## src/rtl/bcd_sub_seq.sv

```systemverilog
// Sequential BCD subtractor: a - b - bin, one decimal digit per clock, LSD first.
// Optional input-digit range checking is enabled with `define BCD_SUB_ERR_CHK_EN.
module bcd_sub_seq #(
  parameter int DIGITS = 2
) (
  input  logic                  clk,
  input  logic                  rst_n,
  input  logic                  in_valid,
  output logic                  in_ready,
  input  logic [4*DIGITS-1:0]   a,
  input  logic [4*DIGITS-1:0]   b,
  input  logic                  bin,
  output logic                  out_valid,
  input  logic                  out_ready,
  output logic [4*DIGITS-1:0]   diff,
  output logic                  bout,
  output logic                  err
);

  localparam int W     = 4 * DIGITS;
  localparam int IDX_W = (DIGITS > 1) ? $clog2(DIGITS) : 1;

  typedef enum logic [1:0] {
    IDLE = 2'd0,
    CALC = 2'd1,
    DONE = 2'd2
  } state_t;

  state_t             state_q;
  logic [W-1:0]       a_q;
  logic [W-1:0]       b_q;
  logic               br_q;
  logic [IDX_W-1:0]   idx_q;
  logic [W-1:0]       diff_q;
  logic [W-1:0]       diff_d;
  logic               bout_q;
  logic               in_ready_q;
  logic               out_valid_q;

  logic [3:0]         a_dig;
  logic [3:0]         b_dig;
  logic [4:0]         sub_res;
  logic               last_dig;

  // One ten's-complement digit step; returns {borrow_out, digit}.
  function automatic logic [4:0] digit_sub(input logic [3:0] ai,
                                           input logic [3:0] bi,
                                           input logic       br);
    logic [4:0] raw;
    raw = {1'b0, ai} - {1'b0, bi} - {4'b0000, br};
    if (raw[4])
      digit_sub = {1'b1, raw[3:0] + 4'd10};
    else
      digit_sub = {1'b0, raw[3:0]};
  endfunction

  always_comb begin
    a_dig = 4'h0;
    b_dig = 4'h0;
    for (int i = 0; i < DIGITS; i++) begin
      if (idx_q == IDX_W'(i)) begin
        a_dig = a_q[4*i +: 4];
        b_dig = b_q[4*i +: 4];
      end
    end
  end

  assign sub_res  = digit_sub(a_dig, b_dig, br_q);
  assign last_dig = (idx_q == IDX_W'(DIGITS - 1));

  // Only the digit at idx_q is replaced; the rest of the result is kept.
  always_comb begin
    diff_d = diff_q;
    for (int i = 0; i < DIGITS; i++) begin
      if (idx_q == IDX_W'(i))
        diff_d[4*i +: 4] = sub_res[3:0];
    end
  end

`ifdef BCD_SUB_ERR_CHK_EN
  logic err_q;
  logic dig_bad;

  assign dig_bad = (a_dig > 4'd9) | (b_dig > 4'd9);

  always_ff @(posedge clk or negedge rst_n) begin
    if (!rst_n) begin
      err_q <= 1'b0;
    end else if (state_q == IDLE && in_valid) begin
      err_q <= 1'b0;
    end else if (state_q == CALC) begin
      err_q <= err_q | dig_bad;
    end
  end

  assign err = err_q;
`else
  assign err = 1'b0;
`endif

  always_ff @(posedge clk or negedge rst_n) begin
    if (!rst_n) begin
      state_q     <= IDLE;
      a_q         <= '0;
      b_q         <= '0;
      br_q        <= 1'b0;
      idx_q       <= '0;
      diff_q      <= '0;
      bout_q      <= 1'b0;
      in_ready_q  <= 1'b1;
      out_valid_q <= 1'b0;
    end else begin
      case (state_q)
        IDLE: begin
          if (in_valid) begin
            a_q        <= a;
            b_q        <= b;
            br_q       <= bin;
            idx_q      <= '0;
            diff_q     <= '0;
            bout_q     <= 1'b0;
            in_ready_q <= 1'b0;
            state_q    <= CALC;
          end
        end
        CALC: begin
          diff_q <= diff_d;
          br_q   <= sub_res[4];
          idx_q  <= idx_q + IDX_W'(1);
          if (last_dig) begin
            bout_q      <= sub_res[4];
            out_valid_q <= 1'b1;
            state_q     <= DONE;
          end
        end
        DONE: begin
          // in_ready rises only after the output handshake edge.
          if (out_ready) begin
            out_valid_q <= 1'b0;
            in_ready_q  <= 1'b1;
            state_q     <= IDLE;
          end
        end
        default: begin
          state_q     <= IDLE;
          in_ready_q  <= 1'b1;
          out_valid_q <= 1'b0;
        end
      endcase
    end
  end

  assign in_ready  = in_ready_q;
  assign out_valid = out_valid_q;
  assign diff      = diff_q;
  assign bout      = bout_q;

endmodule

```

## config.mk

```make
export PLATFORM = sky130hd
export DESIGN_NAME = bcd_sub_seq
export DESIGN_NICKNAME = d
export VERILOG_FILES = /design/src/rtl/bcd_sub_seq.sv
export SDC_FILE = /design/constraint.sdc
export NUM_CORES = 1
export LEC_CHECK = 0
export CAP_MARGIN = 25
export CELL_PAD_IN_SITES_DETAIL_PLACEMENT = 1
export CELL_PAD_IN_SITES_GLOBAL_PLACEMENT = 1
export CORE_MARGIN = 4
export CORE_UTILIZATION = 39
export DETAILED_ROUTE_END_ITERATION = 12
export GPL_TIMING_DRIVEN = 0
export PLACE_DENSITY_LB_ADDON = 0.12
export SETUP_SLACK_MARGIN = 0.15
export SLEW_MARGIN = 15
export SYNTH_ARGS = -nofsm -noshare
export SYNTH_HDL_FRONTEND = slang
export SYNTH_SLANG_ARGS = --single-unit
export TNS_END_PERCENT = 5
```

## constraint.sdc

```tcl
create_clock -name clk -period 3.34 [get_ports clk]
set_input_delay 0.835 -clock clk [delete_from_list [all_inputs] [get_ports clk]]
set_output_delay 0.835 -clock clk [all_outputs]
set_load 0.01 [all_outputs]
```

==> metrics <==
die boundary width=a little over 70 um; synth top area cells=dfrtp_1 47%, mux2_1 11%, nand2_1 4.0%; Num CTS Buffers=5; max cap viols=0; Post-Synthesis Cells=140; CP Data Required Time=between 3000 and 4000 ps; worst r2r src=idx_q; CP Class=flip-flop to flip-flop; number of port buffers=31; largest fanout on the critical path=10; status=complete, no violations; Netlist Area Pre-Place=approximately 1600 sq um; initial antenna violation count=0; DP Cell Count=221; worst skew pair latency=about 280 ps; final WL=about 3400 um; Nets=208; met2 wire length=about 1800 um; Clock Tree Buf Depth=2; DIE AREA=between 5000 and 6000 sq um; TritonCTS Sinks=31; worst-case reg-to-reg path depth=10; Seq/Total Area, Yosys=0.486; Clock Skew=about 6 ps; Area growth syn-to-layout=29.9%; global-route usage over all layers=0.144; Max Used Layer=met4; maximum level of the CTS H-tree=2; synth unique cells=39; core box area=between 3000 and 4000 sq um; DP Area=about 2000 sq um; worst slew pin tran=691 ps; gpl congestion=between 0.7 and 0.8; crit path launch type=flip-flop; Data arrival, critical path=between 3000 and 4000 ps; Critical Path Start=idx_q; worst flop-to-flop path endpoint=diff[2]; WL per Instance=roughly 15 um; Finished Cell Area=~2100 sq um; floorplan row count=23; Via density=5.02; RSZ-0062 raised after global routing=false; antenna cells=0; Setup crit end kind=flip-flop; Clock transition at path regs=around 60 ps; antenna viol nets, final=0; Worst Hold Path EP=diff[1]; fmax=331 MHz; # IOs=33; CTS root buf=clkbuf_8; DRC viols=0; Die H=~72 um; share of layout cells above drive strength 1=0.166; largest area contributor in the netlist=dfrtp_1; CTS tree=yes; HP Start=diff[1]; DR vias=roughly 1200; 1st-iter DRT viols=between 50 and 60; Pre-antenna DRT Iters=4; final core occ=0.523; setup TNS=0 ps; Mean Syn Cell Area=around 11 sq um; Initial Utilization=0.403; Slew Viols, Final=0; Post-Layout Cell Count=roughly 230; largest net degree at the start of global routing=32; min Tclk post-route=3020 ps; Post-Syn Nets=between 150 and 200; Final setup viols=0; synth warn=0; HP Class=flip-flop to flip-flop; Hold Fails Final Rpt=0; first-pass GRT wire length=between 5000 and 6000 um; placed wire-length estimate=roughly 2600 um; Metal-1 WL=between 1000 and 1500 um; reg2reg setup slack=around 320 ps; WHS Path Cells=2; number of global-route vias before repair=roughly 1300; crit share post-route=0.906; DR WL met3=roughly 180 um; flops & latches, synth=31; GR Overflow Total=0; Filler cells=~450; Synth top area share=0.469; Slew Limit Headroom=0.539
[routing by layer]
layer,global-route usage,vias to the layer above
met1,0.169,569
met4,0.0313,0
met2,0.254,25
met5,0,-
li1,-,563
met3,0.0485,3
[registers in the layout, summed over array words and instances (netlist names)]
register and flops:
in_ready 1, bout 1, diff 8, state_q 2, b_q 8, idx_q 1
out_valid 1, a_q 8, br_q 1
[worst max-delay path, cell delays in order, from the launching register on]
cell and delay, ps:
dfrtp_1 410, buf_6 190, mux2_2 360, fa_1 470, fa_2 450, xor2_1 160
ha_1 340, a21oi_1 170, nor3_1 80, nor3_2 190, o21ai_1 100
[worst max path at each step]
stage	end	slack, ps	depth (start not counted)
final	diff[2]	320	10
after global routing	diff[2]	140	10
after CTS	diff[2]	160	10
after detailed placement	diff[2]	-20	10
after global placement	diff[6]	110	10
after floorplan	diff[2]	370	10
[final cells by class]
type                            instances  area [sq um]  share of cell area
Clock buffer                            7          76.3              0.0367
Sequential cell                        31           777               0.374
Timing Repair Buffer                   33           320               0.154
Multi-Input combinational cell         97           774               0.373
Clock inverter                          1          5.00             0.00241
Inverter                                7          26.3              0.0127
Tap cell                               50          62.6              0.0301
Buffer                                  5          35.0              0.0169
[synthesized netlist by cell type (all sizes together)]
library cell and instances:
nor3 3, clkbuf 1, o31ai 1, mux2i 4
nand2 17, a21o 1, a31oi 1, o22ai 2
xor2 2, ha 5, conb 1, dfstp 1
a211o 1, buf 4, fa 2, or2b 1
xnor2 2, o22a 2, and3b 1, nor3b 2
dfrtp 30, nand2b 3, o21ai 10, mux2 20
and2 2, nor2 4, inv 7, nand3 2
a21oi 8
[per-stage QoR]
| step | hold WS (ps) | setup slack (ps) |
|---|---|---|
| 2_1_floorplan | 452 | 375 |
| 5_1_grt | 501 | 136 |
| 3_3_place_gp | 463 | 108 |
| 4_1_cts | 482 | 159 |
| 6_report | 473 | 316 |
| 3_5_place_dp | 467 | -17.8 |
[cell usage in the layout (no fill, tap or decap), drive strengths merged, types with 3 or more instances in the layout]
master,synthesis,final
buf,4,7
clkdlybuf4s50,0,30
mux2i,4,4
nor3,3,3
a21oi,8,8
clkbuf,1,8
dfrtp,30,30
nand2b,3,3
ha,5,5
inv,7,7
mux2,20,20
nor2,4,4
o21ai,10,10
nand2,17,17
[logic make-up after synthesis]
kind of cell    count (synthesis)  synth area share
simple gates                   35             0.117
flops                          31             0.486
compound gates                 26             0.103
mux                            24             0.166
buf+inv                        12            0.0344
fa+ha+maj                       7            0.0642
xor+xnor                        4            0.0266
other cells                     1           0.00235
[timing repair]
item                       CTS  global route
buffers inserted             0             2
setup endpoints to repair    2             2
hold buffers                 0             0
resized for setup            3             1
pin swaps                    0             1
Power is not shown: default switching activity piles up to over one toggle a cycle in this logic, so the estimate is an artifact.
